`config.mk`:
```
export PLATFORM = sky130hd
export DESIGN_NAME = bus_transfer_sequencer
export DESIGN_NICKNAME = d
export VERILOG_FILES = /design/src/rtl/bus_seq_pkg.sv /design/src/rtl/bus_seq_decode.sv /design/src/rtl/bus_transfer_sequencer.sv
export SDC_FILE = /design/constraint.sdc
export NUM_CORES = 1
export LEC_CHECK = 0
export CAP_MARGIN = 10
export CORE_MARGIN = 5
export CORE_UTILIZATION = 34
export DETAILED_ROUTE_END_ITERATION = 7
export GPL_TIMING_DRIVEN = 1
export PLACE_DENSITY = 0.95
export REMOVE_ABC_BUFFERS = 1
export SLEW_MARGIN = 40
export SYNTH_ARGS = -nofsm -noshare
export SYNTH_HDL_FRONTEND = slang
export SYNTH_SLANG_ARGS = --single-unit
```
`constraint.sdc`:
```
create_clock -name clk -period 5.2 [get_ports clk]
set_input_delay 0.78 -clock clk [delete_from_list [all_inputs] [get_ports clk]]
set_output_delay 0.78 -clock clk [all_outputs]
set_load 0.01 [all_outputs]
```
`src/rtl/bus_seq_pkg.sv`:
```
// Shared constants, state encoding and IR field helpers for the bus transfer sequencer.
package bus_seq_pkg;

  // Register file entry indices; MEM_SEL selects memory data onto the bus.
  localparam int PC_IDX  = 15;
  localparam int IR_IDX  = 16;
  localparam int Y_IDX   = 17;
  localparam int ZLO_IDX = 18;
  localparam int ZHI_IDX = 19;
  localparam int MAR_IDX = 20;
  localparam int HI_IDX  = 21;
  localparam int LO_IDX  = 22;
  localparam int MDR_IDX = 23;
  localparam int MEM_SEL = 24;

  // Opcodes; anything above OP_NOP is illegal.
  localparam logic [4:0] OP_ADD = 5'd0;
  localparam logic [4:0] OP_SUB = 5'd1;
  localparam logic [4:0] OP_AND = 5'd2;
  localparam logic [4:0] OP_OR  = 5'd3;
  localparam logic [4:0] OP_MUL = 5'd4;
  localparam logic [4:0] OP_DIV = 5'd5;
  localparam logic [4:0] OP_NOP = 5'd6;

  // IR field bit positions.
  localparam int OP_MSB = 31;
  localparam int OP_LSB = 27;
  localparam int RA_MSB = 26;
  localparam int RA_LSB = 23;
  localparam int RB_MSB = 22;
  localparam int RB_LSB = 19;
  localparam int RC_MSB = 18;
  localparam int RC_LSB = 15;

  // Register field value that may not be named by an instruction.
  localparam logic [3:0] REG_ILLEGAL = 4'd15;

  typedef enum logic [3:0] {
    ST_IDLE  = 4'd0,
    ST_T0    = 4'd1,
    ST_T1    = 4'd2,
    ST_T2    = 4'd3,
    ST_T3    = 4'd4,
    ST_T4    = 4'd5,
    ST_T5    = 4'd6,
    ST_T6    = 4'd7,
    ST_FAULT = 4'd8
  } state_e;

  // True when opcode and all three register fields are usable.
  function automatic logic fields_legal(input logic [4:0] op_v, input logic [3:0] ra_v,
                                        input logic [3:0] rb_v, input logic [3:0] rc_v);
    fields_legal = (op_v <= OP_NOP) && (ra_v != REG_ILLEGAL) &&
                   (rb_v != REG_ILLEGAL) && (rc_v != REG_ILLEGAL);
  endfunction

  // Multiply and divide produce a 64-bit result and need the extra HI/LO T-state.
  function automatic logic op_is_long(input logic [4:0] op_v);
    op_is_long = (op_v == OP_MUL) || (op_v == OP_DIV);
  endfunction

endpackage

```
`src/rtl/bus_seq_decode.sv`:
```
// Combinational decode of sequencer state (plus IR and mem_ready) into datapath controls.
module bus_seq_decode
  import bus_seq_pkg::*;
#(
  parameter int BITS      = 32,
  parameter int REGISTERS = 24
) (
  input  state_e               state,
  input  logic [BITS-1:0]      ir,
  input  logic                 mem_ready,
  output logic [REGISTERS-1:0] load_enable,
  output logic [4:0]           bus_sel,
  output logic [2:0]           alu_op,
  output logic                 inc_pc,
  output logic                 mem_read,
  output logic                 done,
  output logic                 ir_ok,
  output logic                 ir_nop,
  output logic                 ir_long
);

  logic [4:0] op_s;
  logic [3:0] ra_s;
  logic [3:0] rb_s;
  logic [3:0] rc_s;
  logic       unused_ir_s;

  assign op_s        = ir[OP_MSB:OP_LSB];
  assign ra_s        = ir[RA_MSB:RA_LSB];
  assign rb_s        = ir[RB_MSB:RB_LSB];
  assign rc_s        = ir[RC_MSB:RC_LSB];
  assign unused_ir_s = ^ir[RC_LSB-1:0];

  assign ir_ok   = fields_legal(op_s, ra_s, rb_s, rc_s);
  assign ir_nop  = (op_s == OP_NOP);
  assign ir_long = op_is_long(op_s);

  // One-hot load strobe for a single register file entry.
  function automatic logic [REGISTERS-1:0] sel_reg(input int idx);
    sel_reg = {{(REGISTERS-1){1'b0}}, 1'b1} << idx;
  endfunction

  // Per-state datapath controls; everything idles at zero unless the state drives it.
  always_comb begin
    load_enable = '0;
    bus_sel     = 5'd0;
    alu_op      = 3'd0;
    inc_pc      = 1'b0;
    mem_read    = 1'b0;
    done        = 1'b0;
    case (state)
      ST_T0: begin
        bus_sel     = 5'(PC_IDX);
        load_enable = sel_reg(MAR_IDX) | sel_reg(ZLO_IDX) | sel_reg(ZHI_IDX);
        inc_pc      = 1'b1;
      end
      ST_T1: begin
        bus_sel  = 5'(MEM_SEL);
        mem_read = 1'b1;
        if (mem_ready) begin
          load_enable = sel_reg(MDR_IDX) | sel_reg(PC_IDX);
        end else begin
          load_enable = '0;
        end
      end
      ST_T2: begin
        bus_sel     = 5'(MDR_IDX);
        load_enable = sel_reg(IR_IDX);
      end
      ST_T3: begin
        if (ir_ok && !ir_nop) begin
          bus_sel     = {1'b0, rb_s};
          load_enable = sel_reg(Y_IDX);
        end else if (ir_ok) begin
          done = 1'b1;
        end else begin
          done = 1'b0;
        end
      end
      ST_T4: begin
        bus_sel     = {1'b0, rc_s};
        alu_op      = op_s[2:0];
        load_enable = sel_reg(ZLO_IDX) | sel_reg(ZHI_IDX);
      end
      ST_T5: begin
        bus_sel = 5'(ZLO_IDX);
        if (ir_long) begin
          load_enable = sel_reg(LO_IDX);
        end else begin
          load_enable = sel_reg(int'(ra_s));
          done        = 1'b1;
        end
      end
      ST_T6: begin
        bus_sel     = 5'(ZHI_IDX);
        load_enable = sel_reg(HI_IDX);
        done        = 1'b1;
      end
      default: begin
        load_enable = '0;
      end
    endcase
  end

endmodule

```
`src/rtl/bus_transfer_sequencer.sv`:
```
// Fetch/execute sequencer: state register, memory wait timeout and sticky fault flag.
module bus_transfer_sequencer
  import bus_seq_pkg::*;
#(
  parameter int BITS        = 32,
  parameter int REGISTERS   = 24,
  parameter int MEM_TIMEOUT = 15
) (
  input  logic                 clk,
  input  logic                 clr,
  input  logic                 start,
  input  logic [BITS-1:0]      ir,
  input  logic                 mem_ready,
  output logic [REGISTERS-1:0] load_enable,
  output logic [4:0]           bus_sel,
  output logic                 mem_read,
  output logic                 inc_pc,
  output logic [2:0]           alu_op,
  output logic                 busy,
  output logic                 done,
  output logic                 fault
);

  localparam int CW = $clog2(MEM_TIMEOUT + 1);
  // Last waiting count before the wait for memory is abandoned.
  localparam logic [CW-1:0] CNT_LAST = CW'(MEM_TIMEOUT - 1);

  state_e        state_r;
  state_e        state_s;
  logic [CW-1:0] cnt_r;
  logic          fault_r;
  logic          ir_ok_s;
  logic          ir_nop_s;
  logic          ir_long_s;

  bus_seq_decode #(
    .BITS      (BITS),
    .REGISTERS (REGISTERS)
  ) u_decode (
    .state       (state_r),
    .ir          (ir),
    .mem_ready   (mem_ready),
    .load_enable (load_enable),
    .bus_sel     (bus_sel),
    .alu_op      (alu_op),
    .inc_pc      (inc_pc),
    .mem_read    (mem_read),
    .done        (done),
    .ir_ok       (ir_ok_s),
    .ir_nop      (ir_nop_s),
    .ir_long     (ir_long_s)
  );

  assign busy  = (state_r != ST_IDLE);
  assign fault = fault_r;

  // State register.
  always_ff @(posedge clk or negedge clr) begin
    if (!clr) begin
      state_r <= ST_IDLE;
    end else begin
      state_r <= state_s;
    end
  end

  // Next-state logic; start only matters in IDLE and the final T-state.
  always_comb begin
    state_s = state_r;
    case (state_r)
      ST_IDLE: begin
        if (start) state_s = ST_T0;
        else       state_s = ST_IDLE;
      end
      ST_T0: state_s = ST_T1;
      ST_T1: begin
        if (mem_ready)              state_s = ST_T2;
        else if (cnt_r == CNT_LAST) state_s = ST_FAULT;
        else                        state_s = ST_T1;
      end
      ST_T2: state_s = ST_T3;
      ST_T3: begin
        if (!ir_ok_s)     state_s = ST_FAULT;
        else if (ir_nop_s) state_s = ST_IDLE;
        else               state_s = ST_T4;
      end
      ST_T4: state_s = ST_T5;
      ST_T5: begin
        if (ir_long_s)  state_s = ST_T6;
        else if (start) state_s = ST_T0;
        else            state_s = ST_IDLE;
      end
      ST_T6: begin
        if (start) state_s = ST_T0;
        else       state_s = ST_IDLE;
      end
      ST_FAULT: state_s = ST_IDLE;
      default:  state_s = ST_IDLE;
    endcase
  end

  // Count consecutive T1 cycles spent waiting on memory; any other cycle clears it.
  always_ff @(posedge clk or negedge clr) begin
    if (!clr) begin
      cnt_r <= '0;
    end else if ((state_r == ST_T1) && !mem_ready) begin
      cnt_r <= cnt_r + CW'(1);
    end else begin
      cnt_r <= '0;
    end
  end

  // Sticky fault: set on entry to FAULT, cleared only when IDLE accepts a start.
  always_ff @(posedge clk or negedge clr) begin
    if (!clr) begin
      fault_r <= 1'b0;
    end else if (state_s == ST_FAULT) begin
      fault_r <= 1'b1;
    end else if ((state_r == ST_IDLE) && start) begin
      fault_r <= 1'b0;
    end else begin
      fault_r <= fault_r;
    end
  end

endmodule

```
# Yosys cells after proc, flatten, opt, wreduce, memory -nomap -nowiden
# Index checks and enable logic that the tools add are counted.
dict set report totals {
  reg_bits 9
  latch_bits 0
  mem_bits_rw 0
  rom_bits 0
  in_bits 36
  out_inout_bits 37
  wordCells 57
  memories 0
}
dict set report op_classes {
  add_sub_neg 1
  multipliers 0
  n_div 0
  n_lt_le_gt_ge 1
  eq_ne 15
  shift 1
  n_mux 23
  n_bitwise 0
  reduce_logical 13
}
# operator n
set ops {}
lappend ops {{case mux 24 bit (7 select lines)} 1}
lappend ops {{two-way mux 24 bit} 2}
lappend ops {{case mux 5 bit (7 select lines)} 1}
lappend ops {{case mux 4 bit (7 select lines)} 1}
lappend ops {{two-way mux 4 bit} 6}
lappend ops {{left shift 1 x 4 -> 24 bit, first input constant} 1}
lappend ops {{two-way mux 18 bit} 1}
lappend ops {{equality test 4 x 3 -> 1 bit, second input constant} 4}
lappend ops {{equality test 5 x 3 -> 1 bit, second input constant} 3}
lappend ops {{inequality test 4 bit, second input constant} 3}
lappend ops {{equality test 4 x 2 -> 1 bit, second input constant} 2}
lappend ops {{equality test 4 bit, second input constant} 2}
lappend ops {{two-way mux 1 bit} 8}
lappend ops {{logical AND 1 bit} 6}
lappend ops {{two-way mux 3 bit} 2}
lappend ops {{<= comparator 5 x 3 -> 1 bit, second input constant} 1}
lappend ops {{adder 4 x 1 -> 4 bit, second input constant} 1}
lappend ops {{equality test 4 x 1 -> 1 bit, second input constant} 1}
lappend ops {{zero test 4 bit} 1}
lappend ops {{nonzero test 4 bit} 1}
lappend ops {{case mux 1 bit (3 select lines)} 1}
lappend ops {{zero test 1 bit} 2}
lappend ops {{nonzero test 2 bit} 1}
lappend ops {{OR reduction 2 bit} 1}
lappend ops {{logical OR 1 bit} 1}

# Longest topological paths before layout
dict set report logic_depth {
  ltp_word 8
  depth_mapped 6
  mapped_depth_nobuf 6
}

# Modules after synthesis
# Synthesis repeated with hierarchy kept, for this count alone.
dict set report unflattened {
  cells_unflattened 129
  area_unflattened_um2 960.9
}
# module n_inst cells_each area_per_inst_um2 seq_area_each_um2
set by_module_without_submodules {}
lappend by_module_without_submodules {bus_seq_decode 1 83 484.2 0.0}
lappend by_module_without_submodules {bus_transfer_sequencer 1 46 476.7 225.2}

# Worst setup path before layout
# Ideal clock, no wire load.
dict set report synth_path {
  kind {in2out}
  from {in ir[28]}
  to {out done}
  arrival_time_ns 1.898
  required_time_ns 4.420
  path_slack_ns 2.522
  stages 3
  path_buffers 0
  path_cell_list {or4b_4 > nor3b_4 > or3_1}
}
dict set report synth_via {
  elab_chain_cells 7
  word_cells_on_any_way 14
  cone_classes {order compare: 1; eq/ne: 3; mux: 4; reduce/logical: 6}
}
# element line_no
set synth_lines {}
lappend synth_lines {{from (decl)} bus_transfer_sequencer.sv:12} ;# input logic [BITS-1:0] ir,
lappend synth_lines {{<= comparator 5 x 3 -> 1 bit} bus_seq_pkg.sv:53} ;# fields_legal = (op_v <= OP_NOP) && (ra_v != REG_ILLEGAL) &&
lappend synth_lines {{logical AND 1 bit (2 in series)} bus_seq_pkg.sv:53}
lappend synth_lines {{logical AND 1 bit} bus_seq_pkg.sv:54} ;# (rb_v != REG_ILLEGAL) && (rc_v != REG_ILLEGAL);
lappend synth_lines {{two-way mux 1 bit or logical AND 1 bit (tied branches)} {bus_seq_decode.sv:74, bus_seq_decode.sv:71}}
lappend synth_lines {{two-way mux 1 bit} bus_seq_decode.sv:71} ;# if (ir_ok && !ir_nop) begin
lappend synth_lines {{case mux 1 bit (3 select lines) (*)} bus_seq_decode.sv:51} ;# case (state)
lappend synth_lines {{to (decl)} bus_transfer_sequencer.sv:20} ;# output logic done,
# Mark *: on every way between the ends. The rest lies on a longest branch, timed or not.

# Worst setup path in the final report
# Same ends and word-level chain as after synthesis.

==> flow_metrics.env <==
export IMPL_critical_path_max_stage_delay_ps=580
export IMPL_reg2reg_depth=4
export IMPL_post_synth_num_cell_types=42
export IMPL_firstDrtPassIters=4
export IMPL_clk_pin_slew_ps=60
export IMPL_drt_wl_total_um=2810
export IMPL_cts_resized=0
export IMPL_vias_per_cell=5.16
export IMPL_r2r_end="fault"
export IMPL_die_x_um=60.4
export IMPL_area_growth_pct=68.6
export IMPL_detail_route_antenna_nets=0
export IMPL_path_common_cell="clkdlybuf4s50_1"
export IMPL_vias=1016
export IMPL_hold_buffers=0
export IMPL_drt_iter0_drc=27
export IMPL_dp_cells=193
export IMPL_reg2reg_from="state_r[2]"
export IMPL_wl_per_cell_um=14.2
export IMPL_ioPinCount=73
export IMPL_status="complete, no violations"
export IMPL_grt_max_degree=14
export IMPL_ys_seq_area_share_pct=26.1
export IMPL_p_seq_share_pct=23.9
export IMPL_r2r_slack_ps=3490
export IMPL_drc=0
export IMPL_core_area_um2=2450
export IMPL_final_net_count=206
export IMPL_clkSinkCount=9
export IMPL_cp_slowest_cell="or4b_4"
export IMPL_cell_internal_pwr_uw=315
export IMPL_sw_frac_of_total_pct=41.6
export IMPL_min_period_ps=3630
export IMPL_crit_chain="clkdlybuf4s50_1 -> or4b_4 -> nor3b_4 -> or3_1 -> clkdlybuf4s50_1"
export IMPL_start_util_pct=35.1
export IMPL_clockBufferDepth=2
export IMPL_grt_pass1_vias=988
export IMPL_crit_path_end_kind="primary output"
export IMPL_leakage_uw=0.000571
export IMPL_startpoint_type="primary input"
export IMPL_setup_worst_path_end="done"
export IMPL_drv_slew=0
export IMPL_finalHoldViolations=0
export IMPL_drive_above_1_share_pct=5.99
export IMPL_combPwrFrac_pct=66.1
export IMPL_cts_max_level=1
export IMPL_power_density_nw_per_um2=371
export IMPL_netlist_instances=113
export IMPL_required_ps=4420
export IMPL_fin_crit_sh_pct=69.8
export IMPL_avgSynthCellArea_um2=7.63
export IMPL_vdd_drop_max_mv=0.285
export IMPL_dieHeight_um=60.4
export IMPL_ys_warnings_count=0
export IMPL_diodes=0
export IMPL_track_usage_pct=15.9
export IMPL_synth_seq_cells=9
export IMPL_netlist_area_um2=862
export IMPL_die_area_um2=3640
export IMPL_cp_arrival_ps=2850
export IMPL_mostFrequentLayoutCell="clkdlybuf4s50_1"
export IMPL_antenna_found_initial=0
export IMPL_postCtsSetupRepairBufs=0
export IMPL_worst_clock_skew_ps=4.30
export IMPL_pwr_share_clk_pct=9.9
export IMPL_cts_root_buffer="clkbuf_4"
export IMPL_p_switching_uw=224
export IMPL_max_freq_ghz=0.275
export IMPL_grt_pass1_wl_um=4420
export IMPL_layout_common_cells="clkdlybuf4s50_1, nor2_1, dfrtp_1"
export IMPL_gp_congestion=0.779
export IMPL_setup_tns_final_ps=0
export IMPL_insertion_delay_ps=260
export IMPL_grt_overflow_total=0
export IMPL_std_cell_rows=18
export IMPL_worst_pin_slew_ps=425
export IMPL_hold_path_class="reg -> reg"
export IMPL_drv_cap=0
export IMPL_rsz0062_at_grt="false"
export IMPL_cts_tree="built"
export IMPL_min_delay_path_depth=1
export IMPL_dp_hpwl_um=2340
export IMPL_crit_type="in -> out"
export IMPL_cts_buffers=3
export IMPL_setup_viol=0
export IMPL_io_buffers=57
export IMPL_cp_startpoint="ir[28]"
export IMPL_slew_headroom_pct=71.3
export IMPL_worstPathMaxFanout=5
export IMPL_final_cells=197
[worst max-delay path: cells and delay by family]
kind                   cells  cell delay, ps
AND/OR/NAND/NOR            3            1140
buffers and inverters      2             940
[flip-flops by register name, indices dropped and copies added (netlist names)]
name / count
cnt_r: 4
fault: 1
state_r: 4
[Yosys cell counts, drive strengths merged]
cell type	count	area share, %
nor2	26	12
ha	2	2.9
nand2b	6	5.5
o21ai	3	1.7
nand4b	1	1.0
a21oi	5	2.9
a21o	3	2.6
o21bai	1	0.87
or2	1	0.73
or4b	1	1.6
a31oi	1	0.73
o2bb2ai	1	1.0
inv	3	1.3
o22a	1	1.0
xnor2	1	1.0
clkbuf	1	0.43
and3	1	0.73
nor3b	1	2.2
nor2b	2	1.5
and2	4	2.9
o31ai	1	0.87
nand2	5	2.2
nand4	4	2.9
nor3	5	3.5
a211o	1	1.0
or2b	1	0.87
nand3b	2	1.7
or4	1	0.87
o311ai	1	1.0
or3	5	3.6
xor2	1	1.0
nand3	2	1.2
buf	6	4.5
or3b	1	1.3
dfrtp	9	26
nor4b	3	3.0
[cell type report]
| class | instances | area [µm²] |
|---|---|---|
| flip-flops and latches | 9 | 225 |
| inverters | 3 | 11.3 |
| repair buffers | 57 | 571 |
| well taps | 30 | 37.5 |
| multi-input cells | 94 | 583 |
| clock buffers | 4 | 26.3 |
| fillers | 215 | 1000 |
[metal layers]
metal  vias up  routed length [µm]  track usage (%)
li1        504                   -                -
met1       468                1080             18.0
met2        44                1440             29.8
met3         0                 286             5.74
met4         0                   0            0.949
met5         -                   0                0
[logic make-up after synthesis]
kind of cell	count (synthesis)	synth area share [%]
simple gates	72	48.9
compound gates	18	13.8
buf+inv	10	6.24
flops	9	26.1
xor+xnor	2	2.03
fa+ha+maj	2	2.90
[metrics by stage]
stage | total power [µW] | hold slack (ps) | worst slack [ps] | utilization, % | area (µm²)
detailed placement | 486 | 474 | 1560 | 58.2 | 1430
floorplan | 299 | 453 | 2520 | - | 820
CTS | 543 | 482 | 1560 | 59.2 | 1450
global placement | 475 | 467 | 1570 | 58.2 | 1430
finish | 539 | 483 | 1570 | 59.2 | 1450
global route | 579 | 501 | 1440 | 59.2 | 1450
[worst min path at each step]
stage | start | end | slack [ps]
after floorplan | cnt_r[0] | cnt_r[0] | 450
after global placement | cnt_r[0] | cnt_r[0] | 470
after detailed placement | cnt_r[0] | cnt_r[0] | 470
after CTS | cnt_r[0] | cnt_r[0] | 480
after global routing | cnt_r[0] | cnt_r[0] | 500
final | cnt_r[0] | cnt_r[0] | 480
[power groups by stage]
| stage | sequential (µW) | combinational (µW) | clock [µW] |
|---|---|---|---|
| 3_5_place_dp | 128 | 358 | 0 |
| 6_report | 129 | 356 | 53.6 |
| 2_1_floorplan | 120 | 179 | 0 |
| 4_1_cts | 128 | 361 | 54.8 |
| 3_3_place_gp | 127 | 348 | 0 |
| 5_1_grt | 133 | 388 | 58.8 |
No activity file was read; power rests on OpenSTA's default activity.
